### config.mk
export PLATFORM = sky130hd
export DESIGN_NAME = barrel_cmd_queue
export DESIGN_NICKNAME = d
export VERILOG_FILES = /design/src/rtl/barrel_cmd_queue.sv
export SDC_FILE = /design/constraint.sdc
export NUM_CORES = 1
export LEC_CHECK = 0
export BUFFER_PORTS_ARGS = -buffer_cell sky130_fd_sc_hd__buf_2
export CAP_MARGIN = 40
export CORE_AREA = 10 10 169 108
export CTS_CLUSTER_DIAMETER = 80
export DETAILED_ROUTE_END_ITERATION = 10
export DIE_AREA = 0 0 179 118
export MAX_ROUTING_LAYER = met4
export PLACE_DENSITY = 0.66
export REMOVE_ABC_BUFFERS = 1
export SETUP_SLACK_MARGIN = 0.5
export SLEW_MARGIN = 5
export SYNTH_ARGS = -nofsm -noshare
export SYNTH_HDL_FRONTEND = slang
export SYNTH_SLANG_ARGS = --single-unit
export TNS_END_PERCENT = 20
### constraint.sdc
create_clock -name Clock -period 9.8 [get_ports Clock]
set_clock_uncertainty 0.05 [all_clocks]
set_input_delay 0 -clock Clock [delete_from_list [all_inputs] [get_ports Clock]]
set_output_delay 0 -clock Clock [all_outputs]
set_load 0.01 [all_outputs]
### src/rtl/barrel_cmd_queue.sv
// ---------------------------------------------------------------------------
// barrel_cmd_queue
//
// Buffered command front end and registered result stage for a 16-bit barrel
// shifter. Commands {type, amount, data} are queued in a DEPTH-entry FIFO.
// The FIFO head feeds a combinational barrel shifter. Each result is captured
// in an output register that has its own handshake.
//
// Optional feature macro: BARREL_Q_FLAGS_EN
//   defined     -> out_z / out_n are registered alongside out_data
//   not defined -> out_z / out_n are tied to 0 and no flag logic exists
//
// Ports
//   Clock      in   system clock, rising edge
//   Resetn     in   asynchronous active-low reset
//   in_valid   in   producer offers a command
//   in_ready   out  queue can accept (count != DEPTH, from registered count)
//   in_type    in   00 lsl, 01 lsr, 10 asr, 11 ror
//   in_shift   in   shift amount 0..15
//   in_data    in   16-bit operand
//   out_valid  out  out_data holds an unconsumed result
//   out_ready  in   consumer accepts the result
//   out_data   out  registered shift result
//   out_z      out  result == 0 (flags build only)
//   out_n      out  result bit 15 (flags build only)
//   count      out  FIFO occupancy 0..DEPTH (output register not included)
//
// Handshake rule (both sides): a transfer happens on a rising edge where
// valid && ready are both high. A valid source holds its payload stable until
// that edge. Ready never depends combinationally on valid.
// ---------------------------------------------------------------------------

module barrel (
  input  logic [1:0]  typ,
  input  logic [3:0]  amt,
  input  logic [15:0] data,
  output logic [15:0] result
);
  always_comb begin
    result = data;
    case (typ)
      2'b00:   result = data << amt;
      2'b01:   result = data >> amt;
      2'b10:   result = 16'($signed(data) >>> amt);
      // Shifting a 16-bit value left by 16 yields 0, so amt = 0 returns data.
      default: result = (data >> amt) | (data << (5'd16 - {1'b0, amt}));
    endcase
  end
endmodule

module barrel_cmd_queue #(
  parameter int DEPTH = 4  // power of two, >= 2
) (
  input  logic                     Clock,
  input  logic                     Resetn,
  input  logic                     in_valid,
  output logic                     in_ready,
  input  logic [1:0]               in_type,
  input  logic [3:0]               in_shift,
  input  logic [15:0]              in_data,
  output logic                     out_valid,
  input  logic                     out_ready,
  output logic [15:0]              out_data,
  output logic                     out_z,
  output logic                     out_n,
  output logic [$clog2(DEPTH):0]   count
);
  localparam int AW = $clog2(DEPTH);
  localparam int CW = AW + 1;

  // Storage is deliberately not reset; occupancy is tracked by count alone.
  logic [21:0]    mem [DEPTH];
  logic [AW-1:0]  wr_ptr;
  logic [AW-1:0]  rd_ptr;
  logic           push;
  logic           load;
  logic [21:0]    head;
  logic [15:0]    shift_res;

  // No pass-through at full: in_ready comes only from the registered count.
  assign in_ready = (count != CW'(DEPTH));
  assign push     = in_valid && in_ready;
  // The output register can take a new result when empty or being drained.
  assign load     = (count != '0) && (!out_valid || out_ready);
  assign head     = mem[rd_ptr];

  barrel u_barrel (
    .typ    (head[21:20]),
    .amt    (head[19:16]),
    .data   (head[15:0]),
    .result (shift_res)
  );

  always_ff @(posedge Clock) begin
    if (push) mem[wr_ptr] <= {in_type, in_shift, in_data};
  end

  // Pointers wrap naturally because DEPTH is a power of two.
  always_ff @(posedge Clock or negedge Resetn) begin
    if (!Resetn) begin
      wr_ptr <= '0;
      rd_ptr <= '0;
      count  <= '0;
    end else begin
      if (push) wr_ptr <= wr_ptr + AW'(1);
      if (load) rd_ptr <= rd_ptr + AW'(1);
      case ({push, load})
        2'b10:   count <= count + CW'(1);
        2'b01:   count <= count - CW'(1);
        default: count <= count;
      endcase
    end
  end

  always_ff @(posedge Clock or negedge Resetn) begin
    if (!Resetn) begin
      out_valid <= 1'b0;
      out_data  <= 16'h0000;
    end else if (load) begin
      out_valid <= 1'b1;
      out_data  <= shift_res;
    end else if (out_ready) begin
      // Consumed with nothing behind it: data is held, only valid drops.
      out_valid <= 1'b0;
    end
  end

`ifdef BARREL_Q_FLAGS_EN
  always_ff @(posedge Clock or negedge Resetn) begin
    if (!Resetn) begin
      out_z <= 1'b0;
      out_n <= 1'b0;
    end else if (load) begin
      out_z <= (shift_res == 16'h0000);
      out_n <= shift_res[15];
    end
  end
`else
  assign out_z = 1'b0;
  assign out_n = 1'b0;
`endif

endmodule

==> flow_metrics.tcl, run 1 <==
set metrics [dict create \
    critical_path_class "register to register" \
    slowest_delay_ns 1.11 \
    worstMarginPinSlew_ns 0.917 \
    ios 49 \
    cts_root_buffer "clkbuf_16" \
    dp_slack_ns 4.67 \
    fin_ws_ns 4.67 \
    fin_crit_sh_pct 52.4 \
    grt_pass1_vias 5011 \
    die_h_um 118 \
    routed_via_density 6.15 \
    rsz0062_at_grt "false" \
    syn_inst 552 \
    synth_edf_count 88 \
    drt_iter0_drc 508 \
    slew_viol_final 0 \
    syn_avg_cell_area_um2 12.1 \
    min_period_ns 5.13 \
    path_cells "buf_4 -> mux4_2 -> clkinv_1 -> ha_1 -> mux4_2 -> a221oi_2 -> a21oi_1 -> a22o_1" \
    grt.met2_usage_pct 24.0 \
    vias 4971 \
    yosys_warnings 0 \
    path_delay_family "multiplexers" \
    portBuffers 46 \
    place_area_mm2 0.00705 \
    core_mm2 0.0151 \
    use_met1_pct 26.4 \
    cts_max_path_buffers 2 \
    grt.met3_usage_pct 4.23 \
    post_cts_buffers 0 \
    cts.htree.levels 3 \
    hp-class "primary input to register" \
    fin_nets 633 \
    numCtsBuffers 9 \
    grt_max_degree 44 \
    hold_buffers 24 \
    antenna_found_initial 0 \
    cts_resized 0 \
    grt.overflow.total 0 \
    synth_most_common_cell "edfxtp_1" \
    synth_top_cells_by_area "edfxtp_1 (39%), mux4_2 (10%), dfrtp_1 (9.0%), mux2i_1 (8.7%), mux2_2 (4.5%)" \
    dieArea_mm2 0.0211 \
    placed_cells 768 \
    tritoncts "built" \
    end_kind "register" \
    synth_seq_cells 112 \
    crit_arrival_ns 5.33 \
    initial_utilization_pct 44.3 \
    path_max_fanout 33 \
    dr.pass1.iters 5 \
    grt_pass1_wl_um 28900 \
    top_usage_layer "met1" \
    fill_cells 1372 \
    synth_top_flop_cell "edfxtp_1" \
    ys_types 63 \
    cp.buffers_inverters 2 \
    synth_area_mm2 0.00669 \
    hold_viol 0 \
    drt_wl_total_um 18400 \
    die_w_um 179 \
    cts.clk_slew.worst_paths_ns 0.08 \
    synth_top_area_cell "edfxtp_1" \
    async_reset_ff_share_pct 21.4 \
    wl_per_cell_um 22.8 \
    seq_area_mm2 0.00324 \
    final_cell_area_mm2 0.00760 \
    fmax_mhz 195 \
    multi_input_area_mm2 0.00320 \
    synth_seq_area_share_pct 48.5 \
    status "completed" \
    track_usage_pct 17.9 \
    drive_gt1_share_pct 22.6 \
    cp-start-kind "register" \
    drc 0 \
    ant_nets 0 \
    crit_top_cell "mux4_2" \
    synth_top_area_share_pct 39.5 \
    cpMaxStageDelayCell "ha_1" \
    insertion_delay_ns 0.36 \
    synth_commonest_cells "edfxtp_1 (88), mux2i_1 (58), nand2_1 (46)" \
    relSlewSlack_pct 38.9 \
    cap_violations 0 \
    n_antenna_cell 0 \
    area_growth_pct 13.6 \
    place_congestion 0.989 \
    clock-sinks 112 \
    finalSetupViolCount 0 \
    final-instance-count-excl-fill 808 \
    tns_ns 0 \
    worstPathRequired_ns 10.00 \
    hpwl_um 13200 \
    placementRows 35 \
]
per-layer routing:
layer  wire length [µm]  vias up
met5                  0        -
met4                192        0
met3               1480       19
met2               7940      204
met1               8800     2517
li1                   -     2231
cell families after synthesis:
family	synth area share, %
and+or+nand+nor	8.38
xor gates and xnor gates	0.916
adders and majority gates	1.42
muxes	24.0
DFF	48.5
AOI/OAI and AO/OA	12.8
other	0.0561
buffers and inverters	3.91
flip-flops by register name, summed over array words and instances (netlist names):
| name | flops |
|---|---|
| rd_ptr | 2 |
| out_valid | 1 |
| wr_ptr | 2 |
| mem | 88 |
| count | 3 |
| out_data | 16 |
cell type report:
class                           count  share of cell area (%)
Clock buffer                        9                    2.96
Clock inverter                      7                    1.15
Inverter                           11                   0.543
Multi-Input combinational cell    386                    42.1
Sequential cell                   112                    42.7
Tap cell                          203                    3.34
Timing Repair Buffer               80                    7.23
worst register-to-register path: stages (launching register included):
cell and delay (ns):
dfrtp_2 0.64, buf_4 0.43, mux4_2 0.83, clkinv_1 0.74, ha_1 1.11, mux4_2 0.63, a221oi_2 0.29, a21oi_1 0.11
a22o_1 0.20
path summary, 6_finish.rpt:
check,from,end,slack (ns),cells past startpoint
worst min-delay path,in_valid,wr_ptr[0],0.01,3
max in group asynchronous,Resetn,rd_ptr[0],9.14,2
worst max register to register,rd_ptr[0],out_data[15],4.67,8
worst max-delay path,rd_ptr[0],out_data[15],4.67,8
worst min register to register,out_data[0],out_data[0],0.43,2
min in group asynchronous,Resetn,out_data[12],0.12,2
cell usage in the layout, fill, tap and decap left out, drive strengths merged, types with 7 or more instances in the layout:
cell	count
nand2	46
a221oi	7
dfrtp	24
clkbuf	9
mux2	30
nor2	38
nor3	10
buf	56
inv	13
a21oi	28
mux4	30
a211oi	11
edfxtp	88
mux2i	58
dlygate4sd3	24
o21ai	24
nand3	11
through the flow:
| step | utilization (%) | hold slack (ns) |
|---|---|---|
| CTS | 50.3 | 0.00847 |
| detailed placement | 46.6 | -0.0100 |
| global placement | 46.6 | -0.00914 |
| floorplan | - | -0.346 |
| finish | 50.3 | 0.0113 |
| global route | 50.3 | 0.0378 |
Power of run 1 is not shown: default switching activity piles up to over one toggle a cycle in this logic, so the estimate is an artifact.
==> inputs of run 2 (changes only) <==
==> constraint.sdc (replaced) <==
create_clock -name Clock -period 4.85 [get_ports Clock]
set_clock_uncertainty 0.05 [all_clocks]
set_input_delay 0 -clock Clock [delete_from_list [all_inputs] [get_ports Clock]]
set_output_delay 0 -clock Clock [all_outputs]
set_load 0.01 [all_outputs]
==> run 2 against run 1 <==
Worst setup slack worse by 3.6 ns. Critical path depth did not move. Via count up 1.1%. Largest cell class unchanged. Cell area up 0.41%. Register-to-register slack lost 3.6 ns. Count of clock-buffer cells in the layout unchanged. Global-route usage increased by 0.52 points. Highest routed layer unchanged. Sequential cell count is the same. Routed wire length rose by 2.6%. Hold slack lost 0.0019 ns. Fmax grew 36%.
==> flow_metrics.tcl, run 2 (synthesis results as in run 1) <==
set metrics [dict create \
    status "completed" \
    r2r_slack_ns 1.08 \
    reg_top3 "mem x88, out_data x16, count x3" \
    ios 49 \
    layout_commonest_cell "edfxtp_1" \
    area_growth_pct 14.0 \
    drive_gt1_share_pct 23.0 \
    hold_viol 0 \
    vias 5025 \
    slew_viol_final 0 \
    dieArea_mm2 0.0211 \
    path_cells "mux4_2 -> clkinv_1 -> ha_1 -> buf_4 -> mux4_2 -> a221oi_2 -> a21oi_1 -> a22o_1" \
    core_mm2 0.0151 \
    largest_reg_flops 88 \
    path_max_fanout 16 \
    grt_pass1_vias 5014 \
    routed_via_density 6.20 \
    cap_violations 0 \
    placed_cells 771 \
    cp.buffers_inverters 2 \
    cts_max_path_buffers 2 \
    insertion_delay_ns 0.36 \
    path_delay_family "multiplexers" \
    crit_arrival_ns 3.97 \
    end_kind "register" \
    cts.htree.levels 3 \
    die_w_um 179 \
    placementRows 35 \
    worstPathRequired_ns 5.05 \
    wl_per_cell_um 23.3 \
    fin_nets 636 \
    critical_path_class "register to register" \
    cpMaxStageDelayCell "ha_1" \
    slowest_delay_ns 0.79 \
    cp-start-kind "register" \
    min_period_ns 3.77 \
    antenna_found_initial 0 \
    portBuffers 46 \
    drt_wl_total_um 18900 \
    fin_util_pct 50.5 \
    numCtsBuffers 9 \
    fmax_mhz 265 \
    place_congestion 1.07 \
    hp-class "primary input to register" \
    most-common-layout-cells "edfxtp_1 (88), mux2i_1 (58), nand2_1 (46), buf_2 (46), nor2_1 (38)" \
    grt_max_degree 43 \
    cts.clk_slew.worst_paths_ns 0.09 \
    drt_iter0_drc 580 \
    n_antenna_cell 0 \
    crit_top_cell "mux4_2" \
    grt.overflow.total 0 \
    worstMarginPinSlew_ns 0.829 \
    ant_nets 0 \
    drc 0 \
    seq_area_mm2 0.00324 \
    tritoncts "built" \
    multi_input_area_mm2 0.00320 \
    finalSetupViolCount 0 \
    fin_crit_sh_pct 77.7 \
    fill_cells 1342 \
    hpwl_um 13600 \
    clock-sinks 112 \
    relSlewSlack_pct 44.7 \
    post_cts_buffers 0 \
    die_h_um 118 \
    rsz0062_at_grt "false" \
    final-instance-count-excl-fill 811 \
    grt_pass1_wl_um 29600 \
    cts_root_buffer "clkbuf_16" \
    track_usage_pct 18.4 \
    dr.pass1.iters 5 \
    initial_utilization_pct 44.3 \
    top_register "mem" \
]
[run 2: cell types whose count changed in the layout (fill, tap and decap cells not counted), sizes merged]
cell and delta:
clkinv +1, clkinvlp -1, buf +3
[run 2: through the flow]
step	cell area [µm²]	hold WS (ns)	setup WS [ns]	setup TNS (ns)
2_1_floorplan	6470	-0.346	-0.737	-8.04
6_report	7630	0.00941	1.08	0
5_1_grt	7630	0.0411	0.876	0
3_3_place_gp	7030	-0.000466	1.18	0
3_5_place_dp	7090	0.00110	1.12	0
4_1_cts	7630	0.00224	1.10	0
[run 2: worst paths after layout]
| kind | startpoint | endpoint | depth (start not counted) |
|---|---|---|---|
| worst max-delay path | rd_ptr[0] | out_data[15] | 8 |
| worst max register to register | rd_ptr[0] | out_data[15] | 8 |
| max in group asynchronous | Resetn | rd_ptr[0] | 2 |
| min in group asynchronous | Resetn | out_data[14] | 2 |
| worst min-delay path | in_valid | wr_ptr[0] | 3 |
| worst min register to register | out_data[0] | out_data[0] | 2 |
[run 2: repair_timing]
item / CTS / global route
endpoints found under the hold margin: 113 / 0
gates resized for setup: 0 / 0
hold buffers: 24 / 0
[run 2: layer usage]
metal | vias up | GRT usage (%) | part of all wire [%]
met5 | - | - | 0
met4 | 0 | 3.60 | 1.1
met3 | 18 | 4.93 | 9.4
met2 | 238 | 25.3 | 43
met1 | 2523 | 26.4 | 47
li1 | 2246 | - | -
[run 2: layout make-up]
| class | instances | share of cell area [%] |
|---|---|---|
| sequential | 112 | 42.5 |
| multi-input combinational | 386 | 41.9 |
| timing repair buffer | 83 | 7.84 |
| tap | 203 | 3.33 |
| clock buffer | 9 | 2.95 |
| clock inverter | 7 | 0.918 |
| inverter | 11 | 0.541 |
[run 2: worst reg2reg max path: cells and delay by family, from the launching register on]
family	cells	cell delay, ns
fa+ha+maj	1	0.80
buf+inv	2	0.74
flops	1	0.55
compound gates	3	0.59
mux	2	0.95
Power of run 2 is left out for the same reason.
